<file path="config.mk">
export PLATFORM = sky130hd
export DESIGN_NAME = alu_arbiter
export DESIGN_NICKNAME = d
export VERILOG_FILES = /design/src/rtl/alu_ctrl_pkg.sv /design/src/rtl/alu_rr_arb.sv /design/src/rtl/alu_arbiter.sv
export SDC_FILE = /design/constraint.sdc
export NUM_CORES = 1
export LEC_CHECK = 0
export CORE_AREA = 4 4 85 71
export DETAILED_ROUTE_END_ITERATION = 10
export DIE_AREA = 0 0 89 75
export PLACE_DENSITY = 0.83
export SYNTH_ARGS = -nofsm -noshare
export SYNTH_HDL_FRONTEND = slang
export SYNTH_SLANG_ARGS = --single-unit
export TNS_END_PERCENT = 50
</file>
<file path="constraint.sdc">
create_clock -name clk -period 2.6 [get_ports clk]
set_clock_uncertainty 0.05 [all_clocks]
set_input_delay 0.65 -clock clk [delete_from_list [all_inputs] [get_ports clk]]
set_output_delay 0.65 -clock clk [all_outputs]
set_load 0.05 [all_outputs]
</file>
<file path="src/rtl/alu_ctrl_pkg.sv">
// Shared types and constants for the two-requester ALU arbiter.
package alu_ctrl_pkg;

  localparam int unsigned DATA_W = 8;
  localparam int unsigned OP_W   = 4;
  localparam int unsigned RES_W  = 9;
  localparam int unsigned CNT_W  = 16;
  localparam int unsigned N_REQ  = 2;

  typedef enum logic [1:0] {
    ST_IDLE  = 2'd0,
    ST_ISSUE = 2'd1,
    ST_RESP  = 2'd2
  } state_e;

  localparam logic [OP_W-1:0] OP_PASS_A = 4'b0000;
  localparam logic [OP_W-1:0] OP_ADD    = 4'b0001;
  localparam logic [OP_W-1:0] OP_SUB    = 4'b0010;
  localparam logic [OP_W-1:0] OP_INC    = 4'b0011;
  localparam logic [OP_W-1:0] OP_DEC    = 4'b0100;
  localparam logic [OP_W-1:0] OP_SHL    = 4'b0101;
  localparam logic [OP_W-1:0] OP_SHR    = 4'b0110;
  localparam logic [OP_W-1:0] OP_ROL    = 4'b0111;
  localparam logic [OP_W-1:0] OP_OR     = 4'b1000;
  localparam logic [OP_W-1:0] OP_XOR    = 4'b1001;
  localparam logic [OP_W-1:0] OP_AND    = 4'b1010;
  localparam logic [OP_W-1:0] OP_NOT_A  = 4'b1011;
  localparam logic [OP_W-1:0] OP_MAX    = OP_NOT_A;

  function automatic logic op_legal(input logic [OP_W-1:0] op);
    return op <= OP_MAX;
  endfunction

endpackage

</file>
<file path="src/rtl/alu_rr_arb.sv">
// Two-way round-robin grant: on a tie the requester not granted last wins.
module alu_rr_arb
  import alu_ctrl_pkg::*;
(
  input  logic [N_REQ-1:0] req_i,
  input  logic             last_i,
  output logic [N_REQ-1:0] gnt_o
);

  always_comb begin
    gnt_o = req_i;
    if (req_i == 2'b11) begin
      gnt_o = last_i ? 2'b01 : 2'b10;
    end
  end

endmodule

</file>
<file path="src/rtl/alu_arbiter.sv">
// Shares one external 8-bit ALU between two requesters, one command in flight.
module alu_arbiter
  import alu_ctrl_pkg::*;
(
  input  logic              clk,
  input  logic              rst,
  input  logic [N_REQ-1:0]  req_valid,
  output logic [N_REQ-1:0]  req_ready,
  input  logic [DATA_W-1:0] req_a0,
  input  logic [DATA_W-1:0] req_b0,
  input  logic [DATA_W-1:0] req_a1,
  input  logic [DATA_W-1:0] req_b1,
  input  logic [OP_W-1:0]   req_op0,
  input  logic [OP_W-1:0]   req_op1,
  output logic [DATA_W-1:0] alu_a,
  output logic [DATA_W-1:0] alu_b,
  output logic [OP_W-1:0]   alu_op,
  input  logic [RES_W-1:0]  alu_result,
  output logic [N_REQ-1:0]  rsp_valid,
  input  logic [N_REQ-1:0]  rsp_ready,
  output logic [RES_W-1:0]  rsp_result,
  output logic              rsp_err,
  output logic              busy,
  output logic [CNT_W-1:0]  op_count
);

  state_e            state_q, state_d;
  logic              last_q, last_d;
  logic              id_q, id_d;
  logic [DATA_W-1:0] a_q, a_d, b_q, b_d;
  logic [OP_W-1:0]   op_q, op_d;
  logic [RES_W-1:0]  res_q, res_d;
  logic              err_q, err_d;
  logic [CNT_W-1:0]  cnt_q, cnt_d;
  logic [N_REQ-1:0]  gnt;

  alu_rr_arb u_arb (
    .req_i  (req_valid),
    .last_i (last_q),
    .gnt_o  (gnt)
  );

  always_ff @(posedge clk) begin
    if (rst) begin
      state_q <= ST_IDLE;
      last_q  <= 1'b1;
      id_q    <= 1'b0;
      a_q     <= '0;
      b_q     <= '0;
      op_q    <= '0;
      res_q   <= '0;
      err_q   <= 1'b0;
      cnt_q   <= '0;
    end else begin
      state_q <= state_d;
      last_q  <= last_d;
      id_q    <= id_d;
      a_q     <= a_d;
      b_q     <= b_d;
      op_q    <= op_d;
      res_q   <= res_d;
      err_q   <= err_d;
      cnt_q   <= cnt_d;
    end
  end

  // Next-state and handshake decode; rst masks handshakes within its own cycle.
  always_comb begin
    state_d   = state_q;
    last_d    = last_q;
    id_d      = id_q;
    a_d       = a_q;
    b_d       = b_q;
    op_d      = op_q;
    res_d     = res_q;
    err_d     = err_q;
    cnt_d     = cnt_q;
    req_ready = '0;
    rsp_valid = '0;
    case (state_q)
      ST_IDLE: begin
        req_ready = gnt;
        if (|gnt) begin
          id_d    = gnt[1];
          last_d  = gnt[1];
          a_d     = gnt[1] ? req_a1  : req_a0;
          b_d     = gnt[1] ? req_b1  : req_b0;
          op_d    = gnt[1] ? req_op1 : req_op0;
          state_d = ST_ISSUE;
        end
      end
      ST_ISSUE: begin
        res_d   = op_legal(op_q) ? alu_result : '0;
        err_d   = !op_legal(op_q);
        state_d = ST_RESP;
      end
      ST_RESP: begin
        rsp_valid[id_q] = 1'b1;
        if (rsp_ready[id_q]) begin
          cnt_d   = cnt_q + CNT_W'(1);
          state_d = ST_IDLE;
        end
      end
      default: state_d = ST_IDLE;
    endcase
    if (rst) begin
      req_ready = '0;
      rsp_valid = '0;
    end
  end

  assign alu_a      = a_q;
  assign alu_b      = b_q;
  assign alu_op     = op_q;
  assign rsp_result = res_q;
  assign rsp_err    = err_q;
  assign busy       = (state_q != ST_IDLE);
  assign op_count   = cnt_q;

endmodule

</file>
==> impl_metrics.yaml, run 1 <==
outcome:
  outcome: "finished clean"
floorplan:
  ios: 106
  fp.dieW_um: 89
  die_area_um2: 6680
  initial_core_util: 0.413
  std_cell_rows: 24
  core-area_um2: 5260
  die_h_um: 75
sta:
  setup_tns_ps: 0
  period_share: 0.934
  report.final.slew_viol_count: 0
  tightest_slew_ps: 806
  hold_violations: 0
  setup_slack_ps: 172
  slew_headroom: 0.462
  finalSetupViolations: 0
  rsz0062_at_grt: "no"
  min_period_ps: 2430
  max_freq_mhz: 412
detailed_routing:
  wl_per_cell_um: 14.9
  vias: 2091
  routed_wl_um: 6030
  drcViolationCount: 0
  drt_iter0_markers: 71
  routed_via_density: 5.16
  ant_nets: 0
  dr.pass1.iters: 4
setup_path:
  path_delay_family: "buffers and inverters"
  arrival_ps: 1730
  crit_path_start_kind: "primary input"
  max_stage_delay_ps: 510
  endpoint_kind: "primary output"
  critPathSlowestCell: "clkdlybuf4s50_1"
  worstPathRequired_ps: 1900
  crit_buf_inv: 2
  critPathMaxFanout: 4
  path_class: "in2out"
  path_cells: "clkdlybuf4s50_1 > a21boi_2 > and2_1 > buf_12"
global_route:
  grt_use_total: 0.187
  grt_first_pass_wirelength_um: 9760
  antenna_found_initial: 0
  met3_usage: 0.0470
  gr-usage-met2: 0.321
  met1_usage: 0.234
  busiest_layer: "met2"
  grt_overflow: 0
  grt_max_degree: 43
  grt_pass1_vias: 2027
power_and_ir_drop:
  seqPwrFrac: 0.449
  leakagePower_nw: 1.20
  sw_frac_of_total: 0.333
  irDropWorstVdd_mv: 0.388
  p_int_mw: 1.27
  p_switching_uw: 636
  powerDensity_nw_per_um2: 565
  clkPwrFrac: 0.246
  pwr-share-comb: 0.305
place:
  gp_congestion: 0.817
  dpl_cell_area_um2: 3280
  hpwlAfterDp_um: 4550
  place_ws_ps: 138
  io_buffers: 105
layout:
  area_delta_synth_final_pct: 55.5
  num-fill-cells: 427
  drive_gt1_frac: 0.0676
  final_area_um2: 3380
  mostFrequentLayoutCell: "clkdlybuf4s50_1"
  final_nets: 395
  n_antenna_cell: 0
  mostFrequentLayoutCells: "clkdlybuf4s50_1, dfxtp_1, nor2_1, mux2i_1, a211oi_1"
logic_synthesis:
  syn_area_um2: 2170
  synth_fp_nets: 294
  avgSynthCellArea_um2: 9.12
  synth_seq_cells: 50
  synthDistinctLibCells: 39
  netlist_instances: 238
  yosys_warnings: 0
  seq_area_frac_synth: 0.461
clocking:
  cts_resized: 0
  cts-root-buf: "clkbuf_8"
  cts_inserted_buffers: 5
  postCtsSetupRepairBufs: 0
  cts_buffer_depth: 2
  cts_sinks: 50
  cts_tree: "done"
  clkLatencyLatePin_ps: 300
  cts.clk_slew.worst_paths_ps: 90
  ctsHoldBuffers: 0
  ctsHtreeMaxLevel: 2
run:
  maxCapViolations: 0
min_path:
  hold_class: "reg2reg"
[metal layers]
metal | up-vias | part of all wire
li1 | 1054 | -
met1 | 965 | 0.41
met2 | 65 | 0.51
met3 | 7 | 0.074
met4 | 0 | 0.014
met5 | - | 0
[cells in the mapped netlist]
cell type	number	share of area
nor4b_1	2	0.0081
nor2b_1	2	0.0058
or4_1	1	0.0035
or3_2	1	0.0035
nand2_1	7	0.012
nand3_1	5	0.012
nor2_1	41	0.071
nor4_1	1	0.0029
nand4_1	2	0.0058
nor3b_1	2	0.0069
a21boi_1	1	0.0035
mux2i_1	21	0.097
buf_2	2	0.0046
and3_1	2	0.0058
xor2_1	1	0.0040
xnor2_1	8	0.032
nor3_1	6	0.014
a21oi_1	10	0.023
or4_4	1	0.0052
nand4b_1	3	0.012
or3_1	2	0.0058
a211oi_1	20	0.069
dfxtp_1	50	0.46
clkbuf_1	13	0.022
a31oi_1	1	0.0029
nand3b_1	1	0.0035
o21ai_0	6	0.014
nand2b_1	3	0.0086
ha_1	1	0.0058
inv_1	1	0.0017
and4_1	2	0.0081
o21a_1	1	0.0035
and2_1	3	0.0086
o31ai_1	1	0.0035
a22oi_1	9	0.031
or3_4	1	0.0052
or2b_1	2	0.0069
o21bai_1	1	0.0035
or2_2	1	0.0029
[worst register-to-register path, delay by kind of cell, from the launching register on]
kind,cells,cell delay (ps)
compound gates,2,850
flops,1,410
simple gates,2,550
[sequential cells by signal, summed over array words and instances (netlist names)]
name and flops:
alu_a 8, rsp_err 1, op_count 16, alu_op 4
state_q 2, rsp_result 9, last_q 1, alu_b 8
id_q 1
[kinds of logic (layout without fill, tap and decap cells)]
logic type,after synthesis,count (layout),share of synthesized area
AND/OR/NAND/NOR,91,91,0.217
AO/OA/AOI/OAI,50,50,0.154
flip-flops,50,50,0.461
multiplexers,21,21,0.0968
buffers and inverters,16,118,0.0288
XOR/XNOR,9,9,0.0363
adder cells (fa/ha/maj),1,1,0.00576
[path summary, 6_finish.rpt]
path,depth (start not counted),slack (ps),startpoint,endpoint
max reg2reg,4,670,state_q[0],rsp_result[8]
min reg2reg,2,440,op_count[15],op_count[15]
max,4,170,req_valid[1],req_ready[1]
min,2,440,op_count[15],op_count[15]
[cell type report]
| cell class | instances | area, um2 | area share |
|---|---|---|---|
| sequential | 50 | 1000 | 0.297 |
| clock buffer | 6 | 82.6 | 0.0245 |
| timing repair buffer | 109 | 1080 | 0.319 |
| multi-input combinational | 172 | 1120 | 0.331 |
| inverter | 1 | 3.75 | 0.00111 |
| clock inverter | 2 | 12.5 | 0.00371 |
| tap | 65 | 81.3 | 0.0241 |
[power groups by stage]
stage	sequential, mW	clock, mW	combinational (mW)
floorplan	1.05	0	0.178
global placement	0.871	0	0.578
detailed placement	0.874	0	0.586
CTS	0.857	0.485	0.588
global route	0.865	0.523	0.618
finish	0.857	0.470	0.582
[stage by stage]
step	hold slack (ps)	cells	power, mW	util
floorplan	470	238	1.23	-
global placement	420	397	1.45	0.624
detailed placement	423	397	1.46	0.624
CTS	442	405	1.93	0.642
global route	456	405	2.01	0.642
finish	438	405	1.91	0.642
(Power assumes the default switching activity.)
==> run 2: changes to the inputs <==
MAX_ROUTING_LAYER = met4   (was default)
PLACE_DENSITY = 0.87   (was 0.83)
==> run 2 against run 1 <==
Non-clock buffer count increased by 1. Critical path type unchanged. Design area increased by 0.11%. Via count increased by 0.86%. Core utilization increased by 0.071 points. Sequential power about the same. Register-to-register slack improved by 90 ps. Hold slack improved by 9.3 ps. Count of clock-buffer cells in the layout increased by 1.
==> impl_metrics.yaml, run 2 (synthesis results as in run 1) <==
layout:
  fin_util: 0.643
  drive_gt1_frac: 0.0674
  num-fill-cells: 413
  stdcell_count: 406
  largest_reg_flops: 16
  area_delta_synth_final_pct: 55.7
  n_antenna_cell: 0
  mostFrequentLayoutCells: "clkdlybuf4s50_1, dfxtp_1, nor2_1, mux2i_1, a211oi_1"
  mostFrequentLayoutCell: "clkdlybuf4s50_1"
  final_nets: 396
setup_path:
  timing.rr.start: "state_q[0]"
  crit_path_start_kind: "primary input"
  reg2reg_slack_ps: 760
  arrival_ps: 1710
  r2r_end: "rsp_result[1]"
  max_stage_delay_ps: 520
  critPathSlowestCell: "clkdlybuf4s50_1"
  ff2ff_path_depth: 4
  critPathMaxFanout: 4
  path_cells: "clkdlybuf4s50_1 > a21boi_2 > and2_1 > buf_12"
  path_class: "in2out"
  endpoint_kind: "primary output"
  worstPathRequired_ps: 1900
floorplan:
  std_cell_rows: 24
  die_area_um2: 6680
  die_h_um: 75
  ios: 106
  initial_core_util: 0.413
  fp.dieW_um: 89
  core-area_um2: 5260
clocking:
  cts_tree: "done"
  cts.clk_slew.worst_paths_ps: 80
  cts_buffer_depth: 2
  ctsHoldBuffers: 0
  postCtsSetupRepairBufs: 0
  ctsHtreeMaxLevel: 2
  cts_sinks: 50
  clkLatencyLatePin_ps: 300
  cts-root-buf: "clkbuf_8"
  cts_inserted_buffers: 5
  cts_resized: 0
detailed_routing:
  routed_via_density: 5.19
  dr.pass1.iters: 4
  vias: 2109
  ant_nets: 0
  wl_per_cell_um: 14.6
  routed_wl_um: 5910
  drcViolationCount: 0
  drt_iter0_markers: 106
sta:
  tightest_slew_ps: 789
  hold_slack_ps: 447
  finalSetupViolations: 0
  report.final.slew_viol_count: 0
  slew_headroom: 0.474
  hold_violations: 0
  period_share: 0.926
  max_freq_mhz: 415
  setup_slack_ps: 193
  setup_tns_ps: 0
  min_period_ps: 2410
  rsz0062_at_grt: "no"
power_and_ir_drop:
  powerDensity_nw_per_um2: 562
  irDropWorstVdd_mv: 0.342
  leakagePower_nw: 1.20
outcome:
  outcome: "finished clean"
global_route:
  grt_first_pass_wirelength_um: 9410
  grt_max_degree: 50
  grt_overflow: 0
  antenna_found_initial: 0
  met1_usage: 0.208
  busiest_layer: "met2"
  gr-usage-met2: 0.334
  grt_use_total: 0.188
  grt_pass1_vias: 2037
  met3_usage: 0.0383
run:
  maxCapViolations: 0
place:
  gp_congestion: 0.834
  placed_cells: 398
  io_buffers: 105
  hpwlAfterDp_um: 4570
  place_ws_ps: 184
min_path:
  hold_class: "reg2reg"
  min_to: "op_count[15]"
  worstHoldStart: "op_count[15]"
  min_path_cells: 2
-- run 2: cell types whose count changed in the layout (fill, tap and decap cells not counted), sizes merged --
cell | previous run | this run
buf | 9 | 10
clkbuf | 6 | 7
clkinvlp | 1 | 0
-- run 2: metal layers --
metal,routed length (um),share of wire,vias to the layer above
met5,0,0,-
met4,116,0.020,0
met3,389,0.066,10
met2,3060,0.52,66
met1,2340,0.40,971
li1,-,-,1062
-- run 2: cell type report --
| class | instances | area, um2 | share of cell area |
|---|---|---|---|
| multi-input cells | 172 | 1120 | 0.330 |
| repair buffers | 110 | 1090 | 0.321 |
| flip-flops and latches | 50 | 1000 | 0.296 |
| clock buffers | 7 | 86.3 | 0.0255 |
| well taps | 65 | 81.3 | 0.0241 |
| clock inverters | 1 | 5.00 | 0.00148 |
| inverters | 1 | 3.75 | 0.00111 |
-- run 2: per-stage QoR --
step	cell area (um2)	power, mW
after floorplan	2180	1.23
after global placement	3290	1.45
after detailed placement	3290	1.46
after CTS	3380	1.92
after global routing	3380	1.99
final	3380	1.90
-- run 2: worst max-delay path, delay by kind of cell --
kind	cells	cell delay, ps
compound gates	1	190
simple gates	1	200
buf+inv	2	670
-- run 2: worst max path at each step --
stage	startpoint	slack (ps)	depth (start not counted)	to
3_5_place_dp	rsp_ready[1]	180	5	op_count[15]
6_report	req_valid[1]	190	4	req_ready[1]
2_1_floorplan	rst	240	3	rsp_valid[0]
4_1_cts	state_q[0]	190	3	busy
3_3_place_gp	rsp_ready[1]	220	5	op_count[15]
5_1_grt	state_q[0]	120	3	busy
-- run 2: report_power, final --
group	internal [mW]	switching [mW]
logic	0.238	0.345
registers	0.823	0.0328
clock network	0.215	0.245
==> run 3: changes to the inputs <==
SETUP_SLACK_MARGIN = 0.02   (was default)
==> results of run 3 <==
The final DEF is identical to that of run 2; final timing and power are the same.
